===== config.mk =====
export PLATFORM = sky130hd
export DESIGN_NAME = bcd_to_bin
export DESIGN_NICKNAME = d
export VERILOG_FILES = /design/src/rtl/bcd_to_bin.sv
export SDC_FILE = /design/constraint.sdc
export NUM_CORES = 1
export LEC_CHECK = 0
export ABC_AREA = 0
export CAP_MARGIN = 20
export CORE_MARGIN = 2
export CORE_UTILIZATION = 59
export CTS_CLUSTER_SIZE = 8
export DETAILED_ROUTE_END_ITERATION = 10
export DONT_BUFFER_PORTS = 1
export PLACE_DENSITY = 0.78
export RECOVER_POWER = 25
export SLEW_MARGIN = 20
export SYNTH_ARGS = -nofsm -noshare
export SYNTH_HDL_FRONTEND = slang
export SYNTH_SLANG_ARGS = --single-unit

===== constraint.sdc =====
create_clock -name clk -period 3.7 [get_ports clk]
set_input_delay 0.74 -clock clk [delete_from_list [all_inputs] [get_ports clk]]
set_output_delay 0.74 -clock clk [all_outputs]
set_load 0.03 [all_outputs]

===== src/rtl/bcd_to_bin.sv =====
// bcd_to_bin: iterative N-digit packed BCD to binary converter, one digit per clock, MSD first.
// All outputs are registered; valid/ready handshakes on both sides.
module bcd_to_bin #(
  parameter int N = 25,
  parameter int W = 84
) (
  input  logic           clk,
  input  logic           rst_n,
  input  logic           i_valid,
  output logic           i_ready,
  input  logic [N*4-1:0] i,
  output logic           o_valid,
  input  logic           o_ready,
  output logic [W-1:0]   o,
  output logic           err,
  output logic           ovf
);
  localparam int CW = $clog2(N + 1);
  typedef enum logic [1:0] {IDLE, CONV, DONE} state_t;
  state_t           state_q;
  logic [N*4-1:0]   sr_q;
  logic [W-1:0]     acc_q;
  logic [CW-1:0]    cnt_q;
  logic [3:0]       d;
  logic [W+3:0]     sum;
  assign d   = sr_q[N*4-1 -: 4];
  // acc*10 + d never exceeds W+4 bits, so the top nibble is the overflow indicator
  assign sum = ({4'b0, acc_q} << 3) + ({4'b0, acc_q} << 1) + {{W{1'b0}}, d};
  always_ff @(posedge clk or negedge rst_n)
    if (!rst_n) begin
      state_q <= IDLE;
      i_ready <= 1'b1;
      o_valid <= 1'b0;
      o       <= '0;
      err     <= 1'b0;
      ovf     <= 1'b0;
      sr_q    <= '0;
      acc_q   <= '0;
      cnt_q   <= '0;
    end else begin
      case (state_q)
        IDLE: if (i_valid) begin
          sr_q    <= i;
          acc_q   <= '0;
          cnt_q   <= CW'(N - 1);
          err     <= 1'b0;
          ovf     <= 1'b0;
          o       <= '0;
          i_ready <= 1'b0;
          state_q <= CONV;
        end
        CONV: begin
          acc_q <= sum[W-1:0];
          sr_q  <= sr_q << 4;
          cnt_q <= cnt_q - 1'b1;
          if (d > 4'd9) err <= 1'b1;
          if (|sum[W+3:W]) ovf <= 1'b1;
          if (cnt_q == '0) begin
            o       <= sum[W-1:0];
            o_valid <= 1'b1;
            state_q <= DONE;
          end
        end
        DONE: if (o_ready) begin
          o_valid <= 1'b0;
          i_ready <= 1'b1;
          state_q <= IDLE;
        end
        default: state_q <= IDLE;
      endcase
    end
endmodule


==> results of run 1 <==
[logic make-up after synthesis]
group	synth area share (%)
buffers and inverters	3.69
adder cells (fa/ha/maj)	12.3
AO/OA/AOI/OAI	21.0
multiplexers	0.121
flip-flops	39.7
XOR/XNOR	3.64
AND/OR/NAND/NOR	19.6
[Yosys cell counts (9+ instances only)]
master	count	area share, %
a21o_1	58	2.5
a21oi_1	107	3.0
a22o_1	33	1.6
a31oi_1	112	4.0
and2_1	9	0.32
buf_1	13	0.28
buf_2	11	0.31
clkbuf_1	99	2.1
dfrtp_1	278	40
ha_1	169	12
inv_1	36	0.77
nand2_1	525	11
nand3_1	35	1.0
nand4_1	33	1.2
nor2_1	146	3.1
nor3_1	25	0.71
o21ai_0	134	3.8
o21ai_1	10	0.28
o21bai_1	20	0.85
o31ai_1	10	0.43
or3_1	9	0.32
xnor2_1	38	1.9
xor2_1	35	1.7
[through the flow]
step	util, %	area (µm²)	std cells	setup WS [ps]
after floorplan	-	17600	2077	25.0
after global placement	62.1	18300	2427	-106
final	67.4	19900	2489	-73.6
after CTS	66.3	19600	2481	-38.4
after global routing	67.4	19900	2489	-230
after detailed placement	62.1	18300	2427	-213
[repair_timing]
| action | CTS | global route |
|---|---|---|
| buffers inserted | 6 | 7 |
| gates resized for setup | 14 | 66 |
| endpoints found under the setup margin | 28 | 53 |
| pin swaps | 19 | 25 |
| hold endpoints to repair | 278 | 278 |
[worst paths after layout]
path	startpoint	to	slack (ps)	cells past startpoint
max reg2reg	acc_q[2]	ovf	-70	16
min reg2reg	sr_q[96]	acc_q[0]	500	2
min in group clk	i[2]	sr_q[2]	340	2
max	acc_q[2]	ovf	-70	16
max in group asynchronous	rst_n	acc_q[68]	3300	0
min	rst_n	acc_q[35]	-100	0
[area by class of cell]
cell class | count | area, µm² | share of cell area [%]
Inverter | 37 | 139 | 0.699
Multi-Input combinational cell | 1634 | 10300 | 51.9
Timing Repair Buffer | 101 | 820 | 4.12
Sequential cell | 279 | 6980 | 35.1
Tap cell | 390 | 488 | 2.46
Clock inverter | 4 | 71.3 | 0.359
Clock buffer | 44 | 1060 | 5.33
[metal layers]
metal	vias to the layer above	share of wire (%)
met5	-	0
met4	0	3.2
met3	93	7.0
met2	447	47
met1	7317	43
li1	7330	-
[registers in the layout (all words and copies together) (netlist names)]
name and count:
acc_q 84, cnt_q 5, err 1, ovf 1
state_q 2, o 84, i_ready 1, o_valid 1
sr_q 100
==> flow_summary_export.csv, run 1 <==
group,metric,value,unit
run_status,status,"complete, but fails checks",
run_status,violations,"negative hold slack, negative setup slack",
place,gp_congestion,0.925,
finish,fill_cells,2376,
global_route,grt_pass1_wl,75600,µm
worst_setup_path,worstSetupEndpointType,"register",
die,die_w,177,µm
timing,fin_skew,17.8,ps
timing,post-route-worst-setup-slack,-73.6,ps
route,route.detailed.drc,0,
worst_setup_path,worstSetupPathType,"reg2reg",
timing,grt_setup_unrepaired,"yes",
die,core_area,29500,µm²
place,port_buffers,0,
die,die-area,31200,µm²
place,post-dp-hpwl,32600,µm
logic_synthesis,ys_ff_latch,279,
timing,hold_violations,167,
finish,final_common_cell,"nand2_1",
global_route,use_met2,48.5,%
clock_tree,tritoncts,"done",
worst_setup_path,cp.arrival,4230,ps
timing,slew_violations,0,
logic_synthesis,synth_area,17600,µm²
logic_synthesis,yosys_most_used_dff,"dfrtp_1",
finish,diodes,0,
logic_synthesis,syn-num-nets,2352,
logic_synthesis,synth_cell_types,87,
route,drt_pass1_iterations,5,
worst_setup_path,required,4160,ps
clock_tree,clkTransAtPathRegs,60,ps
worst_setup_path,path_cells,"inv_2 > fa_1 > inv_2 > ha_4 > a211oi_2 > o211ai_1 > buf_4 > a21boi_4 > a221oi_4 > a2111oi_4 > nor2_2 > a31oi_1 > a21oi_1 > mux2_4 > or4b_1 > o211ai_1",
route,wl_per_cell,18.4,µm
global_route,grt_pass1_vias,15300,
clock_tree,cts_buffer_depth,3,
route,wl,45900,µm
worst_setup_path,critPathTopFamily,"compound AO/OA/AOI/OAI gates",
global_route,grt_use_met1,38.2,%
worst_setup_path,critical-path-max-stage-delay,600,ps
clock_tree,cts_buffers,41,
finish,syn_to_final_growth,13.0,%
logic_synthesis,synth_edf_count,0,
die,die_height,177,µm
worst_setup_path,critPathMaxFanout,3,
timing,slew_headroom,45.9,%
finish,fin_nets,2369,
global_route,grt_usage,29.5,%
global_route,top_usage_layer,"met2",
finish,drive_above_1_share,11.1,%
finish,layout_common_cells,"nand2_1, dfrtp_1, ha_1",
global_route,use_met3,7.17,%
route,vias_per_cell,6.10,
route,dr_total_vias,15200,
timing,final.setup.tns,-146,ps
logic_synthesis,syn_inst,2077,
logic_synthesis,ys_async_sr_fraction,100,%
die,start_util,59.6,%
clock_tree,h-tree-depth,2,
timing,timing.hold.ws,-100,ps
timing,tightest_slew,812,ps
worst_setup_path,path_buf_inv,3,
global_route,antenna_found_initial,0,
logic_synthesis,yosysSeqAreaShare,39.7,%
global_route,grt-ovfl-total,0,
timing,period_needed,3770,ps
clock_tree,cts.sinks,279,
worst_setup_path,start_kind,"register",
logic_synthesis,syn_area_per_cell,8.46,µm²
job,max_cap_viol_count,0,
timing,finalCritPeriodShare,102,%
die,rows,63,
global_route,grt_max_degree,280,
timing,fmax,0.265,GHz
route,first_iter_violations,962,
logic_synthesis,synth_warnings,0,
worst_hold_path,hold_class,"in2async",
timing,setup_viol_count_final,4,
die,num_io_pins,192,
clock_tree,clkLatencyLatePin,550,ps
worst_setup_path,cp_slowest_cell,"fa_1",
clock_tree,cts-root-buf,"clkbuf_16",
route,ant_nets,0,
Power of run 1 is left out: the tool's default activity adds up to more than one toggle a clock period on the data nets, which glitch-free logic cannot reach.
==> run 2: changes to the inputs <==
--- a/config.mk
+++ b/config.mk
@@ -14,6 +14,7 @@
 export DONT_BUFFER_PORTS = 1
 export PLACE_DENSITY = 0.78
 export RECOVER_POWER = 25
+export REMOVE_ABC_BUFFERS = 1
 export SLEW_MARGIN = 20
 export SYNTH_ARGS = -nofsm -noshare
 export SYNTH_HDL_FRONTEND = slang
==> run 2 against run 1 <==
Effect of this change: the run still ends with negative hold slack, negative setup slack left; register-to-register slack worse by 30 ps; wire length about the same; critical path depth shrank 1; die area stayed put; sequential share of layout area is 0.086 points lower; count of clock-buffer cells in the layout is 8 higher.
==> flow_summary_export.csv, run 2 (synthesis results as in run 1) <==
group,metric,value,unit
job,max_cap_viol_count,0,
finish,largest_reg_flops,100,
die,num_io_pins,192,
worst_setup_path,worstSetupEndpointType,"register",
finish,fin_area,19900,µm²
global_route,grt_max_degree,280,
place,gp_congestion,0.915,
finish,syn_to_final_growth,13.3,%
die,rows,63,
clock_tree,clkTransAtPathRegs,50,ps
timing,grt_setup_unrepaired,"yes",
timing,setup_viol_count_final,11,
clock_tree,cts_buffer_depth,3,
timing,final.setup.tns,-704,ps
place,placed_area,18400,µm²
route,ant_nets,0,
finish,stdcell_count,2515,
timing,timing.hold.ws,-114,ps
finish,reg_top3,"sr_q x100, acc_q x84, o x84",
route,wl,45900,µm
finish,diodes,0,
finish,final_core_util,67.6,%
finish,layout_common_cells,"nand2_1, dfrtp_1, ha_1",
route,route.detailed.drc,0,
run_status,status,"complete, but fails checks",
worst_setup_path,required,4170,ps
die,core_area,29500,µm²
timing,hold_violations,278,
timing,fin_skew,33.2,ps
clock_tree,clkLatencyLatePin,560,ps
finish,final_common_cell,"nand2_1",
clock_tree,cts-root-buf,"clkbuf_16",
worst_setup_path,critPathMaxFanout,4,
timing,post-route-worst-setup-slack,-99.1,ps
clock_tree,cts.sinks,279,
worst_setup_path,cp.arrival,4270,ps
run_status,violations,"negative hold slack, negative setup slack",
finish,drive_above_1_share,11.3,%
finish,fin_nets,2387,
timing,finalCritPeriodShare,103,%
route,vias_per_cell,6.08,
clock_tree,h-tree-depth,2,
place,placed_cells,2442,
global_route,grt-ovfl-total,0,
worst_setup_path,start_kind,"register",
worst_hold_path,hold_class,"in2async",
clock_tree,tritoncts,"done",
global_route,grt_pass1_wl,75000,µm
place,post-dp-hpwl,31900,µm
die,die_w,177,µm
route,first_iter_violations,1152,
die,die-area,31200,µm²
global_route,grt_usage,29.3,%
clock_tree,cts_buffers,40,
place,port_buffers,0,
timing,fmax,0.263,GHz
route,drt_pass1_iterations,8,
timing,slew_headroom,25.9,%
timing,tightest_slew,1110,ps
die,start_util,59.6,%
route,dr_total_vias,15300,
timing,slew_violations,0,
global_route,antenna_found_initial,0,
route,wl_per_cell,18.2,µm
global_route,grt_pass1_vias,14800,
die,die_height,177,µm
finish,regMostFlops,"sr_q",
worst_setup_path,worstSetupPathType,"reg2reg",
timing,period_needed,3800,ps
-- run 2: cell types whose count changed in the layout (fill, tap and decap cells not counted), moves of 3 or more --
cell,before,now
a21oi_1,95,101
a21oi_2,10,7
a21oi_4,5,2
buf_4,96,116
clkbuf_1,2,12
o21ai_2,6,3
-- run 2: metal layers --
layer  track usage (%)  routed length, µm
met1              39.0              20100
met2              48.1              21400
met3              6.59               3150
met4              8.44               1240
met5                 0                  0
-- run 2: final cells by class --
cell class	count	area, µm²
Fill cell	2415	9560
Multi-Input combinational cell	1634	10300
Clock inverter	3	80.1
Tap cell	390	488
Timing Repair Buffer	120	925
Clock buffer	52	1050
Inverter	37	139
Sequential cell	279	6980
-- run 2: path summary, 6_finish.rpt --
kind | slack (ps) | cells after the start | to | from
min in group clk | 320 | 2 | sr_q[2] | i[2]
max reg2reg | -100 | 15 | acc_q[76] | sr_q[99]
min | -110 | 0 | sr_q[46] | rst_n
min reg2reg | 510 | 2 | cnt_q[1] | cnt_q[1]
max in group asynchronous | 3480 | 0 | i_ready | rst_n
max | -100 | 15 | acc_q[76] | sr_q[99]
-- run 2: what timing repair did --
action / CTS / global route
endpoints found under the setup margin: 35 / 50
pin swaps: 21 / 32
resized for setup: 17 / 50
endpoints found under the hold margin: 278 / 278
setup buffers: 11 / 8
-- run 2: metrics by stage --
stage / hold slack (ps) / worst slack [ps]
after global placement: 456 / -159
after global routing: -128 / -270
final: -114 / -99.1
after floorplan: 444 / -8190
after CTS: -127 / -58.7
after detailed placement: 454 / -284
-- run 2: worst max-delay path: stages (launching register included) --
cell      delay (ps)
dfrtp_1          380
inv_2             80
fa_2             470
fa_2             360
nand2b_4         160
a21oi_4          150
o211ai_2         110
o21bai_1         210
a311o_2          230
a31o_4           180
a41oi_4          120
or3_4            450
buf_6            130
a211o_1          350
a211o_1          280
nand3_1           70
Power of run 2 is left out for the same reason.
==> run 3: changes to the inputs <==
--- a/config.mk
+++ b/config.mk
@@ -8,11 +8,11 @@
 export ABC_AREA = 0
 export CAP_MARGIN = 20
 export CORE_MARGIN = 2
-export CORE_UTILIZATION = 59
+export CORE_UTILIZATION = 65
 export CTS_CLUSTER_SIZE = 8
 export DETAILED_ROUTE_END_ITERATION = 10
 export DONT_BUFFER_PORTS = 1
-export PLACE_DENSITY = 0.78
+export PLACE_DENSITY = 0.81
 export RECOVER_POWER = 25
 export REMOVE_ABC_BUFFERS = 1
 export SLEW_MARGIN = 20
==> constraint.sdc (replaced) <==
create_clock -name clk -period 4.06 [get_ports clk]
set_input_delay 0.812 -clock clk [delete_from_list [all_inputs] [get_ports clk]]
set_output_delay 0.812 -clock clk [all_outputs]
set_load 0.03 [all_outputs]
==> run 3 against run 2 <==
Effect of this change: the flow finishes with violations (max-capacitance violations, max-slew violations); setup slack better by 190 ps; highest routed layer unchanged; critical endpoint is now acc_q[72]; global-route usage grew 1.1 points; cell area decreased by 4.0%.
==> flow_summary_export.csv, run 3 (synthesis results as in run 1) <==
group,metric,value,unit
route,dr_total_vias,15100,
worst_setup_path,cp.arrival,4410,ps
timing,post-route-worst-setup-slack,89.6,ps
die,core_area,26700,µm²
job,max_cap_viol_count,3,
worst_setup_path,required,4500,ps
worst_hold_path,hold_class,"in2async",
clock_tree,cts-root-buf,"clkbuf_16",
timing,slew_headroom,-104,%
timing,tightest_slew,3060,ps
die,die_w,168,µm
timing,finalCritPeriodShare,97.8,%
finish,syn_to_final_growth,8.75,%
worst_setup_path,critical-path-max-stage-delay,530,ps
place,post-dp-hpwl,29600,µm
finish,reg_top3,"sr_q x100, acc_q x84, o x84",
worst_setup_path,rr_worst_depth,14,
route,drt_pass1_iterations,5,
finish,fin_nets,2304,
global_route,antenna_found_initial,0,
clock_tree,h-tree-depth,2,
global_route,grt_pass1_vias,14600,
timing,fin_skew,14.9,ps
worst_setup_path,r2r-start,"acc_q[2]",
worst_setup_path,critPathCapture,"acc_q[72]",
worst_setup_path,worstSetupEndpointType,"register",
die,start_util,65.8,%
worst_setup_path,critPathMaxFanout,3,
clock_tree,cts_buffer_depth,3,
finish,largest_reg_flops,100,
die,rows,60,
timing,period_needed,3970,ps
clock_tree,clkTransAtPathRegs,50,ps
finish,drive_above_1_share,6.12,%
finish,diodes,0,
run_status,violations,"max-capacitance violations, max-slew violations",
global_route,grt_usage,30.4,%
route,ant_nets,0,
global_route,grt_max_degree,280,
clock_tree,cts_buffers,41,
global_route,grt-ovfl-total,0,
finish,final_common_cell,"nand2_1",
route,wl,44500,µm
worst_setup_path,cp-startpoint,"acc_q[2]",
clock_tree,cts.sinks,279,
run_status,status,"complete, but fails checks",
route,wl_per_cell,18.7,µm
worst_setup_path,rrSetupSlack,90,ps
timing,hold_violations,0,
timing,fmax,0.252,GHz
clock_tree,clkLatencyLatePin,530,ps
global_route,grt_pass1_wl,71600,µm
finish,layout_common_cells,"nand2_1, dfrtp_1, ha_1",
place,place_worst_setup_slack,-59.0,ps
place,port_buffers,0,
worst_setup_path,cp_slowest_cell,"fa_1",
worst_setup_path,path_cells,"inv_2 > fa_1 > fa_2 > nand2b_4 > a21oi_4 > o211ai_2 > o21bai_1 > a311o_2 > a31o_4 > a41oi_4 > or3_4 > a2111o_1 > a211o_1 > o211ai_1",
timing,timing.hold.ws,135,ps
finish,regMostFlops,"sr_q",
worst_setup_path,worstSetupPathType,"reg2reg",
clock_tree,tritoncts,"done",
timing,setup_viol_count_final,0,
die,die_height,168,µm
finish,fill_cells,2109,
die,die-area,28400,µm²
route,route.detailed.drc,0,
timing,slew_violations,251,
place,gp_congestion,0.938,
route,vias_per_cell,6.33,
worst_setup_path,r2r_end,"acc_q[72]",
die,num_io_pins,192,
route,first_iter_violations,1061,
worst_setup_path,start_kind,"register",
run 3: critical path, delay by kind of cell (launching register included):
family | cells | cell delay (ps)
AOI/OAI and AO/OA | 9 | 1920
adders and majority gates | 2 | 910
buffers and inverters | 1 | 50
DFF | 1 | 370
and+or+nand+nor | 2 | 620
run 3: metrics by stage:
stage | TNS [ps] | cells | cell area, µm² | utilization (%)
finish | 0 | 2385 | 19100 | 71.5
floorplan | -1039710 | 1950 | 17100 | -
global placement | 0 | 2308 | 17700 | 66.3
global route | -141 | 2385 | 19100 | 71.5
detailed placement | -172 | 2308 | 17700 | 66.3
CTS | 0 | 2367 | 18900 | 70.6
run 3: final cells by class:
type	instances	area, µm²	area share (%)
multi-input cells	1634	10100	52.8
flip-flops and latches	279	6980	36.5
clock buffers	55	1100	5.75
well taps	341	427	2.23
repair buffers	36	324	1.69
inverters	37	139	0.726
clock inverters	3	45.0	0.236
run 3: what timing repair did:
item,4_1_cts,5_1_grt
setup endpoints to repair,6,22
setup buffers,1,12
hold endpoints to repair,278,93
pin swaps,3,21
resized for setup,3,17
run 3: routing by layer:
layer | vias up | wire length, µm | part of all wire [%] | track usage [%]
li1 | 7214 | - | - | -
met1 | 7270 | 19400 | 44 | 41.2
met2 | 514 | 20400 | 46 | 48.5
met3 | 97 | 3260 | 7.3 | 6.76
met4 | 0 | 1410 | 3.2 | 10.7
met5 | - | 0 | 0 | 0
run 3: worst min path at each step:
stage          startpoint       end  slack [ps]  cells after the start
3_5_place_dp     acc_q[2]  acc_q[2]         500                      2
4_1_cts             rst_n     o[51]         -30                      0
3_3_place_gp     cnt_q[1]  cnt_q[1]         490                      2
5_1_grt             rst_n   i_ready         120                      0
2_1_floorplan    sr_q[96]  acc_q[0]         450                      2
6_report            rst_n   i_ready         140                      0
Power of run 3 is left out for the same reason.
